===== src/rtl/compare_window_gen.sv =====
// Purpose: free-running position counter with NUM_CH start/end compare channels (VGA sync/blank windows).
// Latency: match pulses, wrap and window levels are registered one cycle after the counter value that caused them.
// Backpressure: none; en stalls the counter and compares, and register loads are accepted every cycle.
//
// Ports:
//   clk, rst                 rising-edge clock, synchronous active-high reset
//   en                       advance counter and qualify compares
//   load_we/ch/sel/value     write a channel's start (sel=0) or end (sel=1) register
//   period_we/period_value   write terminal count; the counter wraps after reaching it
//   count, wrap              current position, registered one-cycle wrap pulse
//   match_start/match_end    per-channel registered equality pulses
//   window                   per-channel level, high from start match until end match
// Optional macro COMPARE_STICKY_EN adds sticky_clr/sticky: per-channel start-match flag, set wins over clear.
module compare_window_gen #(
    parameter int WIDTH  = 11,
    parameter int NUM_CH = 4,
    parameter int CH_W   = (NUM_CH > 1) ? $clog2(NUM_CH) : 1
) (
    input  logic              clk,
    input  logic              rst,
    input  logic              en,
    input  logic              load_we,
    input  logic [CH_W-1:0]   load_ch,
    input  logic              load_sel,
    input  logic [WIDTH-1:0]  load_value,
    input  logic              period_we,
    input  logic [WIDTH-1:0]  period_value,
`ifdef COMPARE_STICKY_EN
    input  logic [NUM_CH-1:0] sticky_clr,
    output logic [NUM_CH-1:0] sticky,
`endif
    output logic [WIDTH-1:0]  count,
    output logic              wrap,
    output logic [NUM_CH-1:0] match_start,
    output logic [NUM_CH-1:0] match_end,
    output logic [NUM_CH-1:0] window
);

    logic [WIDTH-1:0]  start_reg [NUM_CH];
    logic [WIDTH-1:0]  end_reg   [NUM_CH];
    logic [WIDTH-1:0]  period;
    logic [NUM_CH-1:0] hit_start;
    logic [NUM_CH-1:0] hit_end;

    // Compares see the register contents before any load landing this cycle.
    always_comb begin
        hit_start = '0;
        hit_end   = '0;
        for (int i = 0; i < NUM_CH; i++) begin
            hit_start[i] = en && (count == start_reg[i]);
            hit_end[i]   = en && (count == end_reg[i]);
        end
    end

    always_ff @(posedge clk) begin
        if (rst) begin
            count       <= '0;
            wrap        <= 1'b0;
            period      <= '1;
            match_start <= '0;
            match_end   <= '0;
            window      <= '0;
            for (int i = 0; i < NUM_CH; i++) begin
                start_reg[i] <= '0;
                end_reg[i]   <= '0;
            end
        end else begin
            // >= rather than == so a period lowered below the current count
            // wraps on the next advance instead of running to all-ones.
            if (en) begin
                if (count >= period) begin
                    count <= '0;
                    wrap  <= 1'b1;
                end else begin
                    count <= count + WIDTH'(1);
                    wrap  <= 1'b0;
                end
            end else begin
                wrap <= 1'b0;
            end

            if (period_we) begin
                period <= period_value;
            end

            match_start <= hit_start;
            match_end   <= hit_end;

            for (int i = 0; i < NUM_CH; i++) begin
                // End is tested first so start==end never opens the window.
                if (hit_end[i]) begin
                    window[i] <= 1'b0;
                end else if (hit_start[i]) begin
                    window[i] <= 1'b1;
                end

                // Channel numbers at or above NUM_CH match no i and are dropped.
                if (load_we && (load_ch == CH_W'(i))) begin
                    if (load_sel) begin
                        end_reg[i] <= load_value;
                    end else begin
                        start_reg[i] <= load_value;
                    end
                end
            end
        end
    end

`ifdef COMPARE_STICKY_EN
    // Set is applied after clear so a coincident start match keeps the flag.
    always_ff @(posedge clk) begin
        if (rst) begin
            sticky <= '0;
        end else begin
            sticky <= (sticky & ~sticky_clr) | hit_start;
        end
    end
`endif

endmodule


===== config.mk =====
export PLATFORM = sky130hd
export DESIGN_NAME = compare_window_gen
export DESIGN_NICKNAME = d
export VERILOG_FILES = /design/src/rtl/compare_window_gen.sv
export SDC_FILE = /design/constraint.sdc
export NUM_CORES = 1
export LEC_CHECK = 0
export ABC_AREA = 0
export CAP_MARGIN = 5
export CORE_MARGIN = 5
export CORE_UTILIZATION = 35
export DETAILED_ROUTE_END_ITERATION = 6
export GPL_TIMING_DRIVEN = 0
export PLACE_DENSITY = 0.5
export SLEW_MARGIN = 20
export SYNTH_ARGS = -nofsm -noshare
export SYNTH_HDL_FRONTEND = slang
export SYNTH_SLANG_ARGS = --single-unit

===== constraint.sdc =====
create_clock -name clk -period 6.1 [get_ports clk]
set_input_delay 0.915 -clock clk [delete_from_list [all_inputs] [get_ports clk]]
set_output_delay 0.915 -clock clk [all_outputs]
set_load 0.02 [all_outputs]

[After elaboration in Yosys (flattened, before gate mapping)]
Memory sizes are Yosys's and may differ from the RTL's.
Cells that the tools add are included.
Storage, ports and cells
  output and inout bits: 24
  word-level logic and storage cells: 89
  register bits: 35
  memories kept: 2
  input port bits: 30
  memory bits (writable): 88
Memory list
  end_reg: depth 4, bits a word 11, rd ports 4, clocked after Yosys merged registers in 0, write ports 4, RTL line 40  | logic [WIDTH-1:0] end_reg [NUM_CH];
  start_reg: depth 4, bits a word 11, rd ports 4, clocked after Yosys merged registers in 0, write ports 4, RTL line 39  | logic [WIDTH-1:0] start_reg [NUM_CH];
Operators by class
  equality and inequality tests: 11
  mux-type cells: 38
  $lt $le $gt $ge: 1
  add/sub/neg operators: 1
  reduce and logical (&&, ||, !) cells: 18
  bitwise logic cells: 9
Operators with widths (count)
  two-way mux 11 bit: 9
  equality test 11 bit: 8
  two-way mux 1 bit: 29
  logical AND 1 bit: 12
  adder 11 x 1 -> 11 bit (second input constant): 1
  greater-or-equal comparator 11 bit: 1
  OR reduction 2 bit: 5
  bitwise OR 1 bit: 8
  equality test 2 bit (second input constant): 2
  equality test 2 x 1 -> 1 bit (second input constant): 1
  logical NOT 2 bit: 1
  inverter 1 bit: 1

[Longest topological paths before layout]
Gate-level depths: netlist of the first run.
  depth after elaboration: 6
  depth in mapped cells: 9
  depth with buffers taken out: 7

[Worst setup path after synthesis of the first run]
OpenSTA, ideal clock, no wires.
  kind: input to register
  from: input port load_ch[1]
  to: memory start_reg[0][0], enable pin
  arrival: 1996 ps
  data required time: 5703 ps
  setup slack: 3707 ps
  setup time: 397 ps
  stages on the path: 2
  path through: nand2b_1 o31ai_1
RTL lines
  start, declared: RTL line 23  | input logic [CH_W-1:0] load_ch,
  end, declared: RTL line 39

[Worst setup path in the final report of the first run]
  from: input port en
  to: register window[1]
On the way
  cells in the longest elaborated chain, start to end: 2
  elaborated cells between the ends (all ways): 3
  classes of those cells: 3 x reduce/logical
Ends and longest elaborated chain
  start, declared: RTL line 21  | input logic en,
  logical AND 1 bit: RTL line 51  | hit_end[i] = en && (count == end_reg[i]);
  OR reduction 2 bit (no source line)
  end signal, assigned: RTL line 62  | window <= '0;
  end signal, assigned by index: RTL line 92  | window[i] <= 1'b0;
  end signal, assigned by index: RTL line 94  | window[i] <= 1'b1;
  end, declared: RTL line 36  | output logic [NUM_CH-1:0] window
Parallel ways exist; a longest one is shown, timed or not.
A chain may end at the register's enable or synchronous reset.

==> flow_metrics.tcl, run 1 <==
set metrics [dict create \
    grt_first_pass_wirelength_um 23500 \
    crit-reg2reg-capture "count[8]" \
    via_count_of_the_first_global_routing_pass 4053 \
    cts_num_sinks 123 \
    synth.yosys.warnings 0 \
    cts_max_level 4 \
    ports 54 \
    reg2reg_setup_slack_ns 3.38 \
    ctsRootBufferMaster "clkbuf_16" \
    most-common-layout-cells "xnor2_1 (90), and2_1 (89), edfxtp_1 (88)" \
    drt-total-wl_um 15300 \
    core_area_sq_mm 0.0166 \
    hold-path-endpoint "window[0]" \
    criticalPathCategory "input pin to flop" \
    final_core_utilization 0.443 \
    die_w_um 140 \
    largest_family_of_logic_cells_by_synthesized_area "simple AND/OR/NAND/NOR gates" \
    antenna_found_initial 0 \
    outcome "complete, no violations" \
    worst_hold_startpoint "window[0]" \
    critical_path.cell_chain "clkdlybuf4s50_1 -> clkbuf_1 -> clkbuf_1 -> nand4_1 -> o31ai_1 -> a21oi_1" \
    synth_edf_count 88 \
    cts_tree "yes" \
    arrival_time_of_data_at_the_critical_path_endpoint_ns 3.04 \
    drt-pass1-iter-count 4 \
    worst-slew-pin-transition_ns 0.943 \
    power.switching_fraction 0.219 \
    crit_path_max_incr_delay_ns 0.51 \
    total_leakage_power_nw 2.55 \
    most_common_cell_after_layout_fill_and_taps_aside "xnor2_1" \
    synthesis.instances 507 \
    routedWlPerCell_um 18.7 \
    power_frac_comb 0.073 \
    drive_above_1_share 0.0854 \
    grt.overflow.total 0 \
    synthAdderAreaFrac 0.0254 \
    n_antenna_cell 0 \
    hold_viol_final 0 \
    globalplace.congestion 0.793 \
    crit_path_start_kind "input pin" \
    layout_min_cycle_time_ns 2.76 \
    ys_dominant_reg_cell "edfxtp_1" \
    worst_path_most_repeated_cell "clkbuf_1" \
    rsz0062_at_grt "no" \
    sum_of_net_half_perimeters_after_detailed_placement_um 10600 \
    netSwitchingPower_uw 461 \
    cts_inserted_buffers 17 \
    grt.total_usage 0.164 \
    sequentialPowerShare 0.456 \
    master_of_the_slowest_instance_on_the_critical_path "clkdlybuf4s50_1" \
    setup.worst_path.start "en" \
    ctsResizeCount 0 \
    route.detailed.drc 0 \
    final.hold.worst_slack_ns 0.451 \
    timing.critical_path.buf_inv 3 \
    hold_path.class "flop to flop" \
    design.die.area_sq_mm 0.0196 \
    timing.reg2reg.worst_path_depth 9 \
    cp-end-kind "flop" \
    core.rowCount 47 \
    via_count 3884 \
    postCtsHoldBufs 0 \
    cts_setup_buffers 0 \
    finalSetupViolations 0 \
    clock_path_buffers 2 \
    finish.net_count 627 \
    syn2layout_area_growth_pct 24.4 \
    fin_worst_skew_ns 0.0138 \
    yosys_register_bits 123 \
    critical_path_required_ns 6.38 \
    finalInstanceArea_sq_mm 0.00735 \
    starting_density_of_the_core 0.356 \
    slew-limit-headroom 0.367 \
    post_place_cells 786 \
    drtIter0Drc 242 \
    post_synthesis_cell_area_sq_mm 0.00590 \
    async_flop_share 0 \
    fp.dieH_um 140 \
    grt_max_degree 17 \
    power_per_cell_area_mw_per_mm2 287 \
    clock_power_share 0.471 \
    area_share_of_and_or_nand_nor_cells_after_synthesis 0.186 \
    worst_path_dominant_cell_family "buffers and inverters" \
    cts.reportedPaths.clkPinSlew_ns 0.05 \
    io_buffer_count 53 \
    antenna_violating_nets_post_route 0 \
    placed_cell_area_sq_mm 0.00677 \
    synth_compound_gate_area_share 0.0479 \
    synth.yosys.seq_area_share 0.566 \
    drv.max_cap_violation_count 0 \
    p_int_mw 1.65 \
    final.period_utilization 0.452 \
    synth_xor_xnor_area_share 0.141 \
    route.detailed.vias_per_inst 4.75 \
    clk_latency_ns 0.42 \
    synth.lib_cells_used.distinct 34 \
    final_max_slew_viol_count 0 \
    setup_total_negative_slack_ns 0 \
    syn_avg_cell_area_sq_um 11.6 \
    yosys-mux-area-fraction 0.00170 \
    min_delay_path_depth 2 \
    worstReg2RegStart "count[0]" \
    final_cells 817 \
    worst-path-max-fanout 10 \
    timing.fmax_mhz 363 \
    ir_drop_mv 0.203 \
    synth.net_count 549 \
]
layer usage:
metal / track usage / vias up / wire, um
li1: - / 1918 / -
met3: 0.0415 / 25 / 676
met4: 0.0694 / 0 / 394
met5: 0 / - / 0
met1: 0.208 / 1843 / 6990
met2: 0.266 / 98 / 7210
kinds of logic after synthesis:
logic type | Yosys count
fa+ha+maj | 12
flops | 123
xor+xnor | 95
buf+inv | 46
simple gates | 191
compound gates | 39
mux | 1
power by group through the flow:
stage	Clock (mW)	Combinational, mW	Sequential [mW]
after floorplan	0	0.0878	0.977
after global placement	0	0.149	0.980
after detailed placement	0	0.155	0.980
after CTS	1.01	0.156	0.963
after global routing	1.05	0.169	0.967
final	0.994	0.153	0.962
synthesized netlist by cell type (all sizes together) (2+ instances only):
cell type	count	area, sq um
clkbuf	16	60.1
a21oi	8	40.0
o31ai	6	45.0
inv	15	56.3
a21o	2	15.0
and2	89	557
and3	2	12.5
a31oi	2	12.5
nand3	8	40.0
xor2	5	43.8
xnor2	90	788
ha	12	150
nor2b	2	12.5
o21ai	7	35.0
nand2	16	60.1
nand2b	8	50.1
dfxtp	35	701
nor3	9	45.0
edfxtp	88	2640
or3	4	25.0
o211ai	11	82.6
buf	14	68.8
nor2	16	60.1
nand4	31	194
nor4	4	25.0
worst reg2reg max path, delay by kind of cell, from the launching register on:
| kind | cells | cell delay (ns) |
|---|---|---|
| flip-flops | 1 | 0.47 |
| buffers and inverters | 3 | 0.73 |
| AO/OA/AOI/OAI | 2 | 0.36 |
| AND/OR/NAND/NOR | 3 | 0.72 |
| adder cells (fa/ha/maj) | 1 | 0.29 |
worst max path at each step:
stage	endpoint	slack, ns	cells after the start
2_1_floorplan	start_reg[0][0]	3.71	2
3_3_place_gp	end_reg[3][4]	2.73	3
3_5_place_dp	window[1]	2.89	6
4_1_cts	window[1]	3.33	6
5_1_grt	window[2]	3.15	6
6_report	window[1]	3.34	6
through the flow:
stage | power (mW) | setup slack, ns
2_1_floorplan | 1.06 | 3.71
3_3_place_gp | 1.13 | 2.73
4_1_cts | 2.13 | 3.33
5_1_grt | 2.19 | 3.15
6_report | 2.11 | 3.34
3_5_place_dp | 1.14 | 2.89
area by class of cell:
type,count,area (sq um)
inverters,16,60.1
repair buffers,59,576
plain buffers,30,129
multi-input cells,338,2380
well taps,220,275
fillers,1591,9240
clock buffers,19,433
flip-flops and latches,123,3340
clock inverters,12,149
(Power assumes the default switching activity.)
==> run 2, diff against run 1 <==
- PLACE_DENSITY: 0.5 -> 0.52
- clock period: 6.1 -> 2.4 ns (I/O delays scaled with it)
==> flow_metrics.tcl, run 2 (synthesis results as in run 1) <==
set metrics [dict create \
    post-layout-total-power_mw 5.78 \
    final_max_slew_viol_count 0 \
    routedWlPerCell_um 19.5 \
    cts_max_level 4 \
    drt-total-wl_um 16000 \
    grt_first_pass_wirelength_um 24800 \
    ctsRootBufferMaster "clkbuf_16" \
    globalplace.congestion 0.771 \
    ports 54 \
    via_count_of_the_first_global_routing_pass 4160 \
    final_core_utilization 0.451 \
    cts_inserted_buffers 17 \
    netSwitchingPower_mw 1.17 \
    starting_density_of_the_core 0.356 \
    critical_path_required_ns 2.67 \
    syn2layout_area_growth_pct 26.6 \
    n_antenna_cell 0 \
    cts.reportedPaths.clkPinSlew_ns 0.05 \
    clock_path_buffers 2 \
    cts_tree "yes" \
    postCtsHoldBufs 0 \
    worstReg2RegStart "count[0]" \
    grt_max_degree 17 \
    drtIter0Drc 268 \
    sum_of_net_half_perimeters_after_detailed_placement_um 10800 \
    final.period_utilization 0.934 \
    die_w_um 140 \
    fp.dieH_um 140 \
    reg2reg_setup_slack_ns 0.16 \
    min_delay_path_depth 2 \
    power_frac_comb 0.070 \
    crit-reg2reg-capture "count[9]" \
    hold_path.class "flop to flop" \
    crit_path_start_kind "flop" \
    antenna_found_initial 0 \
    worst-path-max-fanout 8 \
    timing.final.ws_setup_ns 0.158 \
    route.detailed.drc 0 \
    design.die.area_sq_mm 0.0196 \
    finish.net_count 629 \
    grt.overflow.total 0 \
    fin_worst_skew_ns 0.0104 \
    layout_min_cycle_time_ns 2.24 \
    slew-limit-headroom 0.349 \
    clk_latency_ns 0.42 \
    rsz0062_at_grt "no" \
    grt.total_usage 0.171 \
    worst-slew-pin-transition_ns 0.970 \
    timing.fmax_mhz 446 \
    core_area_sq_mm 0.0166 \
    antenna_violating_nets_post_route 0 \
    worst_hold_startpoint "window[0]" \
    hold_viol_final 0 \
    cts_num_sinks 123 \
    core.rowCount 47 \
    final.hold.worst_slack_ns 0.453 \
    via_count 3955 \
    power.switching_fraction 0.202 \
    timing.reg2reg.worst_path_depth 9 \
    drive_above_1_share 0.0900 \
    finalSetupViolations 0 \
    dp_worst_setup_slack_ns -0.387 \
    criticalPathCategory "flop to flop" \
    p_int_mw 4.61 \
    clock_power_share 0.507 \
    io_buffer_count 53 \
    most_common_cell_after_layout_fill_and_taps_aside "xnor2_1" \
    power_per_cell_area_mw_per_mm2 773 \
    route.detailed.vias_per_inst 4.82 \
    drv.max_cap_violation_count 0 \
    hold-path-endpoint "window[0]" \
    sequentialPowerShare 0.423 \
    drt-pass1-iter-count 5 \
    outcome "complete, no violations" \
    total_leakage_power_nw 2.62 \
    cp-end-kind "flop" \
    ir_drop_mv 0.522 \
    arrival_time_of_data_at_the_critical_path_endpoint_ns 2.51 \
    most-common-layout-cells "xnor2_1 (90), and2_1 (89), edfxtp_1 (88)" \
]
## run 2: critical path, cell delays in order (launching register included)
cell	delay [ns]
dfxtp_4	0.39
buf_12	0.11
inv_1	0.05
ha_1	0.27
nand2b_1	0.09
a31oi_1	0.10
or4_1	0.53
clkbuf_4	0.20
a21boi_4	0.27
nor3_1	0.09
## run 2: final cells by class
| type | instances | area [sq um] |
|---|---|---|
| Buffer | 30 | 148 |
| Fill cell | 1534 | 9110 |
| Multi-Input combinational cell | 338 | 2380 |
| Inverter | 16 | 60.1 |
| Clock buffer | 25 | 485 |
| Clock inverter | 7 | 188 |
| Sequential cell | 123 | 3350 |
| Timing Repair Buffer | 61 | 591 |
| Tap cell | 220 | 275 |
## run 2: power groups by stage
| stage | combinational [mW] | sequential (mW) | clock, mW |
|---|---|---|---|
| 2_1_floorplan | 0.223 | 2.48 | 0 |
| 3_3_place_gp | 0.378 | 2.49 | 0 |
| 3_5_place_dp | 0.397 | 2.49 | 0 |
| 4_1_cts | 0.401 | 2.45 | 2.97 |
| 5_1_grt | 0.442 | 2.46 | 3.07 |
| 6_report | 0.403 | 2.45 | 2.93 |
## run 2: per-stage QoR
stage          setup TNS, ns  area [sq um]  std cells
2_1_floorplan              0          5900        507
3_3_place_gp          -32.52          6710        780
3_5_place_dp          -15.05          6760        785
4_1_cts                    0          7440        817
5_1_grt                    0          7480        820
6_report                   0          7480        820
## run 2: worst max-delay path by stage
stage / start / to / depth (start not counted)
floorplan: count[0] / wrap / 9
global placement: load_sel / end_reg[3][8] / 3
detailed placement: en / window[1] / 6
CTS: count[0] / count[9] / 9
global route: count[0] / count[8] / 9
finish: count[0] / count[9] / 9
## run 2: what timing repair did
item                                    in CTS  in global routing
buffers inserted                             0                  3
gates resized for setup                      3                  6
pin swaps                                    0                  1
endpoints found under the setup margin      12                 10
gates cloned                                 0                  0
## run 2: per-layer routing
layer | vias to the layer above | global-route usage | wire [um]
met5 | - | 0 | 0
met4 | 0 | 0.0428 | 141
met3 | 16 | 0.0497 | 934
met2 | 125 | 0.277 | 7570
met1 | 1894 | 0.225 | 7330
li1 | 1920 | - | -
